[src/rtl/ycbcr_to_rgb.sv]
`default_nettype none
// ============================================================================
// Module      : ycbcr_to_rgb
// Description : 4-stage pipelined BT.709 limited-range YCbCr 4:4:4 to RGB888
//               converter with h/v/de delayed in lockstep with the data.
// Revision    : 1.0 - initial release
// ============================================================================
module ycbcr_to_rgb #(
    parameter int K_Y    = 298,
    parameter int K_CR_R = 459,
    parameter int K_CB_G = 55,
    parameter int K_CR_G = 136,
    parameter int K_CB_B = 541
) (
    input  logic       clk,
    input  logic       rst,
    input  logic [7:0] i_y_8b,
    input  logic [7:0] i_cb_8b,
    input  logic [7:0] i_cr_8b,
    input  logic       i_h_sync,
    input  logic       i_v_sync,
    input  logic       i_data_en,
    output logic [7:0] o_r_8b,
    output logic [7:0] o_g_8b,
    output logic [7:0] o_b_8b,
    output logic       o_h_sync,
    output logic       o_v_sync,
    output logic       o_data_en
);

    localparam int               c_DELAY = 4;
    localparam logic signed [19:0] c_ROUND = 20'sd128;

    logic signed [8:0]  r_yo, r_cbo, r_cro;
    logic signed [19:0] r_py, r_prr, r_pgb, r_pgr, r_pbb;
    logic signed [19:0] r_sr, r_sg, r_sb;
    logic [7:0]         r_r_8b, r_g_8b, r_b_8b;
    logic [c_DELAY-1:0] r_hs_dly, r_vs_dly, r_de_dly;

    // Sign bit means the scaled value is negative; any of bits 18:16 set
    // means it exceeds 255 after the >>8 scale.
    function automatic logic [7:0] clamp8(input logic signed [19:0] s);
        logic [7:0] v;
        if (s[19])
            v = 8'd0;
        else if (|s[18:16])
            v = 8'hFF;
        else
            v = s[15:8];
        return v;
    endfunction

    always_ff @(posedge clk) begin
        if (rst) begin
            r_yo     <= '0;
            r_cbo    <= '0;
            r_cro    <= '0;
            r_py     <= '0;
            r_prr    <= '0;
            r_pgb    <= '0;
            r_pgr    <= '0;
            r_pbb    <= '0;
            r_sr     <= '0;
            r_sg     <= '0;
            r_sb     <= '0;
            r_r_8b   <= '0;
            r_g_8b   <= '0;
            r_b_8b   <= '0;
            r_hs_dly <= '0;
            r_vs_dly <= '0;
            r_de_dly <= '0;
        end else begin
            r_yo     <= $signed({1'b0, i_y_8b})  - 9'sd16;
            r_cbo    <= $signed({1'b0, i_cb_8b}) - 9'sd128;
            r_cro    <= $signed({1'b0, i_cr_8b}) - 9'sd128;

            r_py     <= 20'(r_yo  * K_Y);
            r_prr    <= 20'(r_cro * K_CR_R);
            r_pgb    <= 20'(r_cbo * K_CB_G);
            r_pgr    <= 20'(r_cro * K_CR_G);
            r_pbb    <= 20'(r_cbo * K_CB_B);

            r_sr     <= r_py + r_prr + c_ROUND;
            r_sg     <= r_py - r_pgb - r_pgr + c_ROUND;
            r_sb     <= r_py + r_pbb + c_ROUND;

            r_r_8b   <= clamp8(r_sr);
            r_g_8b   <= clamp8(r_sg);
            r_b_8b   <= clamp8(r_sb);

            r_hs_dly <= {r_hs_dly[c_DELAY-2:0], i_h_sync};
            r_vs_dly <= {r_vs_dly[c_DELAY-2:0], i_v_sync};
            r_de_dly <= {r_de_dly[c_DELAY-2:0], i_data_en};
        end
    end

    assign o_r_8b    = r_r_8b;
    assign o_g_8b    = r_g_8b;
    assign o_b_8b    = r_b_8b;
    assign o_h_sync  = r_hs_dly[c_DELAY-1];
    assign o_v_sync  = r_vs_dly[c_DELAY-1];
    assign o_data_en = r_de_dly[c_DELAY-1];

endmodule
`default_nettype wire

[config.mk]
export PLATFORM = sky130hd
export DESIGN_NAME = ycbcr_to_rgb
export DESIGN_NICKNAME = d
export VERILOG_FILES = /design/src/rtl/ycbcr_to_rgb.sv
export SDC_FILE = /design/constraint.sdc
export NUM_CORES = 1
export LEC_CHECK = 0
export CAP_MARGIN = 0
export CORE_MARGIN = 5
export CORE_UTILIZATION = 55
export DETAILED_ROUTE_END_ITERATION = 10
export HOLD_SLACK_MARGIN = 0.06
export MAX_ROUTING_LAYER = met4
export PLACE_DENSITY = 0.73
export SYNTH_ARGS = -nofsm -noshare
export SYNTH_HDL_FRONTEND = slang
export SYNTH_SLANG_ARGS = --single-unit
[constraint.sdc]
create_clock -name clk -period 11.4 [get_ports clk]
set_input_delay 1.14 -clock clk [delete_from_list [all_inputs] [get_ports clk]]
set_output_delay 1.14 -clock clk [all_outputs]
set_load 0.01 [all_outputs]
==> impl_metrics.env, run 1 <==
export IMPL_grt_overflow_total=0
export IMPL_drtIter0Drc=365
export IMPL_wirelength_um=26100
export IMPL_cp_end_kind="flip-flop"
export IMPL_peakVddDrop_uv=126
export IMPL_ys_types=53
export IMPL_antenna_found_initial=0
export IMPL_p_seq_share_pct=30.6
export IMPL_ios=56
export IMPL_antenna_cells=0
export IMPL_path_cells="inv_1, fa_1, inv_1, ha_1, inv_1, fa_1, inv_1, fa_1, ha_1, fa_1, a21o_1, a21oi_1, o21bai_1, a2111oi_2, o31ai_1, a31oi_1, xor2_1, nor2_1"
export IMPL_die_y_um=168
export IMPL_synthFlopType="dfxtp_1"
export IMPL_startpoint="r_cbo[3]"
export IMPL_ant_nets=0
export IMPL_r2r_slack_ns=6.32
export IMPL_p_sw_mw=1.02
export IMPL_tightest_slew_ns=0.649
export IMPL_worstSetupEndpoint="r_pbb[18]"
export IMPL_timing_rr_end="r_pbb[18]"
export IMPL_cp_slowest_cell="fa_1"
export IMPL_fin_crit_sh_pct=44.6
export IMPL_hold_path_class="reg -> reg"
export IMPL_switching_share_pct=37.8
export IMPL_hold_violations=0
export IMPL_finalSetupTns_ns=0
export IMPL_cpPeakStageDelay_ns=0.54
export IMPL_die_w_um=168
export IMPL_grt_setup_unrepaired="false"
export IMPL_synth_area_per_cell_um2=9.85
export IMPL_yosys_warnings=0
export IMPL_outcome="finished, final reports clean"
export IMPL_placedCellCount=1745
export IMPL_nFillCells=2058
export IMPL_arrival_ns=5.38
export IMPL_syn_area_um2=13700
export IMPL_cap_violations=0
export IMPL_worstPathMaxFanout=7
export IMPL_grt_max_degree=64
export IMPL_grt_pass1_wl_um=44500
export IMPL_routabilityCongestion=0.893
export IMPL_die_area_um2=28100
export IMPL_period_needed_ns=5.08
export IMPL_areaGrowthSynthToFinish_pct=11.1
export IMPL_ys_top_cells_by_area="ha_1 (28%), dfxtp_1 (27%), fa_1 (12%), inv_1 (5.5%), xnor2_1 (3.7%)"
export IMPL_cts_buffers=17
export IMPL_cellPowerDensity_nw_per_um2=178
export IMPL_path_buf_inv=4
export IMPL_ys_ff_latch=183
export IMPL_fmax_mhz=197
export IMPL_slew_headroom_pct=56.7
export IMPL_fin_skew_ns=0.0130
export IMPL_worst_ep_required_time_ns=11.69
export IMPL_max_clock_path_buffers=2
export IMPL_routed_via_count=9048
export IMPL_reg2reg_from="r_cbo[3]"
export IMPL_cts_setup_buffers=0
export IMPL_finalNetCount=1861
export IMPL_p_int_mw=1.68
export IMPL_route_detailed_drc=0
export IMPL_drtPass1Iterations=4
export IMPL_cp_depth=18
export IMPL_grt_pass1_vias=9147
export IMPL_grt_util_all_layers_pct=19.9
export IMPL_clock_sinks=183
export IMPL_syn_num_nets=1809
export IMPL_synth_top_area_share_pct=28.3
export IMPL_start_util_pct=56.1
export IMPL_cts_root_buf="clkbuf_16"
export IMPL_syn_inst=1388
export IMPL_ys_seq_area_share_pct=26.8
export IMPL_cts_tree="built"
export IMPL_core_area_um2=24400
export IMPL_hold_buffers=0
export IMPL_synth_edf_count=0
export IMPL_clk_latency_ns=0.44
export IMPL_wl_per_cell_um=14.7
export IMPL_io_buffers=55
export IMPL_netlist_top_cell_by_area="ha_1"
export IMPL_critPathLaunchType="flip-flop"
export IMPL_hpwlAfterDp_um=21200
export IMPL_worstRegToRegCells=18
export IMPL_vias_per_cell=5.09
export IMPL_rows=57
export IMPL_combPwrFrac_pct=46.1
export IMPL_drive_gt1_share_pct=3.65
export IMPL_crit_type="reg -> reg"
export IMPL_cts_max_level=4
export IMPL_clk_pin_slew_ns=0.08
export IMPL_stdcell_count=1777
export IMPL_clkPwrFrac_pct=23.3
export IMPL_cts_resized_gates=0
export IMPL_critPathTopFamily="adder cells"
export IMPL_async_reset_ff_share_pct=0
export IMPL_leakagePower_nw=7.74
export IMPL_finalSetupViolCount=0
export IMPL_slew_violations=0
-- synthesized netlist by cell type (4+ instances only) --
cell      instances
ha_1            309
inv_1           201
dfxtp_1         183
nor2_1          118
fa_1             83
nor2b_1          73
xnor2_1          57
a21oi_1          55
o21a_1           34
xor2_1           33
a21o_1           31
o21ai_0          30
clkbuf_1         23
nand2_1          22
nor3_1           22
nand2b_1         12
nand3_1           7
o21bai_1          7
nand4_1           6
a31oi_1           5
and3_1            5
o21ai_1           5
or3_1             5
a211oi_1          4
nor4_1            4
o31ai_1           4
or2_2             4
-- flip-flops by register name, summed over array words and instances (netlist names), 9 cells and up --
register / count
r_pbb: 19
r_py: 18
r_sr: 12
r_sb: 12
r_pgr: 14
r_pgb: 16
r_prr: 19
r_yo: 9
r_sg: 12
-- kinds of logic after synthesis --
kind of cell	Yosys count	synth area share, %
simple gates	288	10.5
mux	4	0.320
compound gates	204	9.98
xor+xnor	90	5.77
flops	183	26.8
buf+inv	227	6.23
fa+ha+maj	392	40.4
-- power groups by stage --
stage | Clock, mW | Combinational (mW) | Sequential, mW
after global placement | 0 | 1.20 | 0.841
final | 0.630 | 1.25 | 0.828
after detailed placement | 0 | 1.23 | 0.844
after CTS | 0.642 | 1.25 | 0.830
after global routing | 0.667 | 1.43 | 0.841
after floorplan | 0 | 0.929 | 0.834
-- layer usage --
metal	track usage (%)	routed length, um
met1	26.9	12800
met2	31.3	11800
met3	2.59	824
met4	6.39	680
met5	-	0
-- placed cells by master, fill, tap and decap left out, types with 5 or more instances in the layout --
cell type and instances:
ha_1 309, inv_1 201, dfxtp_1 183, nor2_1 118, fa_1 83, nor2b_1 73, xnor2_1 57, a21oi_1 55
clkdlybuf4s50_1 54, o21a_1 34, xor2_1 33, a21o_1 31, o21ai_0 30, nand2_1 22, nor3_1 22, clkbuf_16 17
nand2b_1 12, o21bai_1 7, nand3_1 7, inv_8 7, nand4_1 6, a31oi_1 5, or3_1 5, and3_1 5
o21ai_1 5
-- how the worst min path moves through the flow --
stage,endpoint,cells past startpoint,startpoint
floorplan,r_de_dly[1],1,r_de_dly[0]
global placement,r_vs_dly[1],1,r_vs_dly[0]
detailed placement,o_g_8b[0],1,r_sg[8]
CTS,o_g_8b[7],1,r_sg[15]
global route,o_b_8b[6],1,r_sb[14]
finish,r_vs_dly[1],1,r_vs_dly[0]
-- through the flow --
stage          util (%)  cell area (um^2)  setup slack, ns  hold slack [ns]  power, mW
4_1_cts            62.3             15200             6.28            0.444       2.72
5_1_grt            62.3             15200             5.93            0.455       2.94
2_1_floorplan         -             13700             6.70            0.414       1.76
3_5_place_dp       59.7             14600             6.35            0.421       2.07
6_report           62.3             15200             6.32            0.439       2.70
3_3_place_gp       59.7             14600             6.44            0.419       2.04
-- cell type report --
cell class,count,area [um^2],area share [%]
repair buffers,58,571,3.76
multi-input cells,978,9160,60.3
well taps,324,405,2.67
flip-flops and latches,183,3660,24.1
clock inverters,13,180,1.19
inverters,202,758,4.99
clock buffers,19,453,2.98
(Power assumes the default switching activity.)
==> run 2, diff against run 1 <==
- clock period: 11.4 -> 4.9 ns (I/O delays scaled with it)
==> run 2 against run 1 <==
Hold slack got worse by 0.0029 ns. Count of clock-buffer cells in the layout fell by 2. Maximum frequency rose by 8.3%. Sequential cell count did not move. Critical path type unchanged. Critical path depth did not move. Non-clock buffer count rose by 12.
==> impl_metrics.env, run 2 (synthesis results as in run 1) <==
export IMPL_finalSetupViolCount=0
export IMPL_areaGrowthSynthToFinish_pct=11.8
export IMPL_route_detailed_drc=0
export IMPL_cts_buffers=17
export IMPL_outcome="finished, final reports clean"
export IMPL_wl_per_cell_um=14.2
export IMPL_switching_share_pct=38.0
export IMPL_die_area_um2=28100
export IMPL_crit_type="reg -> reg"
export IMPL_arrival_ns=5.00
export IMPL_wirelength_um=25400
export IMPL_layout_commonest_cell="ha_1"
export IMPL_vias_per_cell=5.07
export IMPL_cts_setup_buffers=0
export IMPL_die_w_um=168
export IMPL_max_clock_path_buffers=2
export IMPL_cp_end_kind="flip-flop"
export IMPL_antenna_cells=0
export IMPL_p_int_mw=3.84
export IMPL_routed_via_count=9067
export IMPL_fin_skew_ns=0.0112
export IMPL_clock_sinks=183
export IMPL_p_sw_mw=2.35
export IMPL_cts_tree="built"
export IMPL_grt_max_degree=72
export IMPL_grt_overflow_total=0
export IMPL_antenna_found_initial=0
export IMPL_clkPwrFrac_pct=22.1
export IMPL_hold_violations=0
export IMPL_hold_path_class="reg -> reg"
export IMPL_critPathLaunchType="flip-flop"
export IMPL_ios=56
export IMPL_rows=57
export IMPL_grt_pass1_wl_um=42700
export IMPL_start_util_pct=56.1
export IMPL_place_area_um2=14600
export IMPL_cellPowerDensity_nw_per_um2=405
export IMPL_hpwlAfterDp_um=21200
export IMPL_grt_util_all_layers_pct=19.1
export IMPL_die_y_um=168
export IMPL_final_area_um2=15300
export IMPL_cap_violations=0
export IMPL_clk_latency_ns=0.43
export IMPL_cts_root_buf="clkbuf_16"
export IMPL_drive_gt1_share_pct=4.71
export IMPL_fmax_mhz=213
export IMPL_leakagePower_nw=7.79
export IMPL_tightest_slew_ns=0.713
export IMPL_combPwrFrac_pct=47.0
export IMPL_worst_ep_required_time_ns=5.21
export IMPL_top_regs="r_pbb: 19 flops, r_prr: 19 flops, r_py: 18 flops"
export IMPL_p_seq_share_pct=30.9
export IMPL_ant_nets=0
export IMPL_routabilityCongestion=0.868
export IMPL_drtPass1Iterations=4
export IMPL_finalPower_mw=6.19
export IMPL_placedCellCount=1757
export IMPL_fin_crit_sh_pct=95.8
export IMPL_slew_violations=0
export IMPL_grt_pass1_vias=8843
export IMPL_peakVddDrop_uv=279
export IMPL_layout_common_cells="ha_1 (309), inv_1 (201), dfxtp_1 (182), nor2_1 (118), fa_1 (83)"
export IMPL_core_area_um2=24400
export IMPL_period_needed_ns=4.69
export IMPL_clk_pin_slew_ns=0.07
export IMPL_cts_max_level=4
export IMPL_io_buffers=55
export IMPL_stdcell_count=1789
export IMPL_drtIter0Drc=315
export IMPL_slew_headroom_pct=52.5
export IMPL_finalNetCount=1873
export IMPL_worstPathMaxFanout=2
export IMPL_finalCoreUtilization_pct=62.6
## run 2: cell count changes in the layout (fill, tap and decap cells not counted), moves of 2 or more
cell and change:
a21oi_2 +2, clkbuf_8 -2, inv_8 -5, inv_6 +4
clkinv_8 +2, buf_4 +12, a21oi_1 -2
## run 2: final timing paths
check	from	endpoint	slack, ns	cells past startpoint
hold / removal	r_sr[10]	o_r_8b[2]	0.44	1
setup / recovery	r_cbo[3]	r_pbb[18]	0.21	18
setup reg to reg	r_cbo[3]	r_pbb[18]	0.21	18
hold reg to reg	r_sr[10]	o_r_8b[2]	0.44	1
## run 2: through the flow
step                      hold WS [ns]  setup WS, ns  setup TNS, ns
after global placement           0.417         0.128              0
after floorplan                  0.414         0.198              0
after CTS                        0.441        0.0525              0
final                            0.436         0.206              0
after detailed placement         0.424        0.0675              0
after global routing             0.451      -0.00913       -0.00913
## run 2: timing repair
item,CTS,global route
hold buffers,0,0
resized for setup,0,6
setup endpoints to repair,0,4
## run 2: critical path, stage by stage (launching register included)
cell and delay [ns]:
dfxtp_1 0.33, inv_1 0.06, fa_1 0.52, inv_1 0.04, ha_1 0.27, inv_1 0.05, fa_1 0.50, inv_1 0.06
fa_1 0.47, ha_1 0.35, fa_1 0.48, a21o_1 0.21, a21oi_2 0.17, o21bai_1 0.13, a2111oi_4 0.35, o31ai_1 0.16
a31oi_1 0.21, xor2_1 0.15, nor2_1 0.05
## run 2: cell type report
type                       count  area [um^2]
multi-input combinational    978         9190
fill                        2073         9110
sequential                   183         3660
inverter                     202          758
timing repair buffer          70          661
clock buffer                  17          425
tap                          324          405
clock inverter                15          181
## run 2: routing by layer
layer / routed length [um] / vias to the layer above / global-route usage (%)
met2: 11800 / 118 / 30.5
met3: 782 / 30 / 3.23
met5: 0 / - / -
met1: 12400 / 4177 / 25.3
met4: 450 / 0 / 4.87
li1: - / 4742 / -
## run 2: power by group through the flow
stage / clock network (mW) / registers [mW] / logic, mW
4_1_cts: 1.41 / 1.92 / 2.92
6_report: 1.37 / 1.91 / 2.91
5_1_grt: 1.47 / 1.94 / 3.33
3_3_place_gp: 0 / 1.94 / 2.81
3_5_place_dp: 0 / 1.95 / 2.88
2_1_floorplan: 0 / 1.94 / 2.16
==> run 3, diff against run 2 <==
- SLEW_MARGIN: unset -> 25
==> results of run 3 <==
No change in the layout: final DEF, timing and power equal those of run 2.
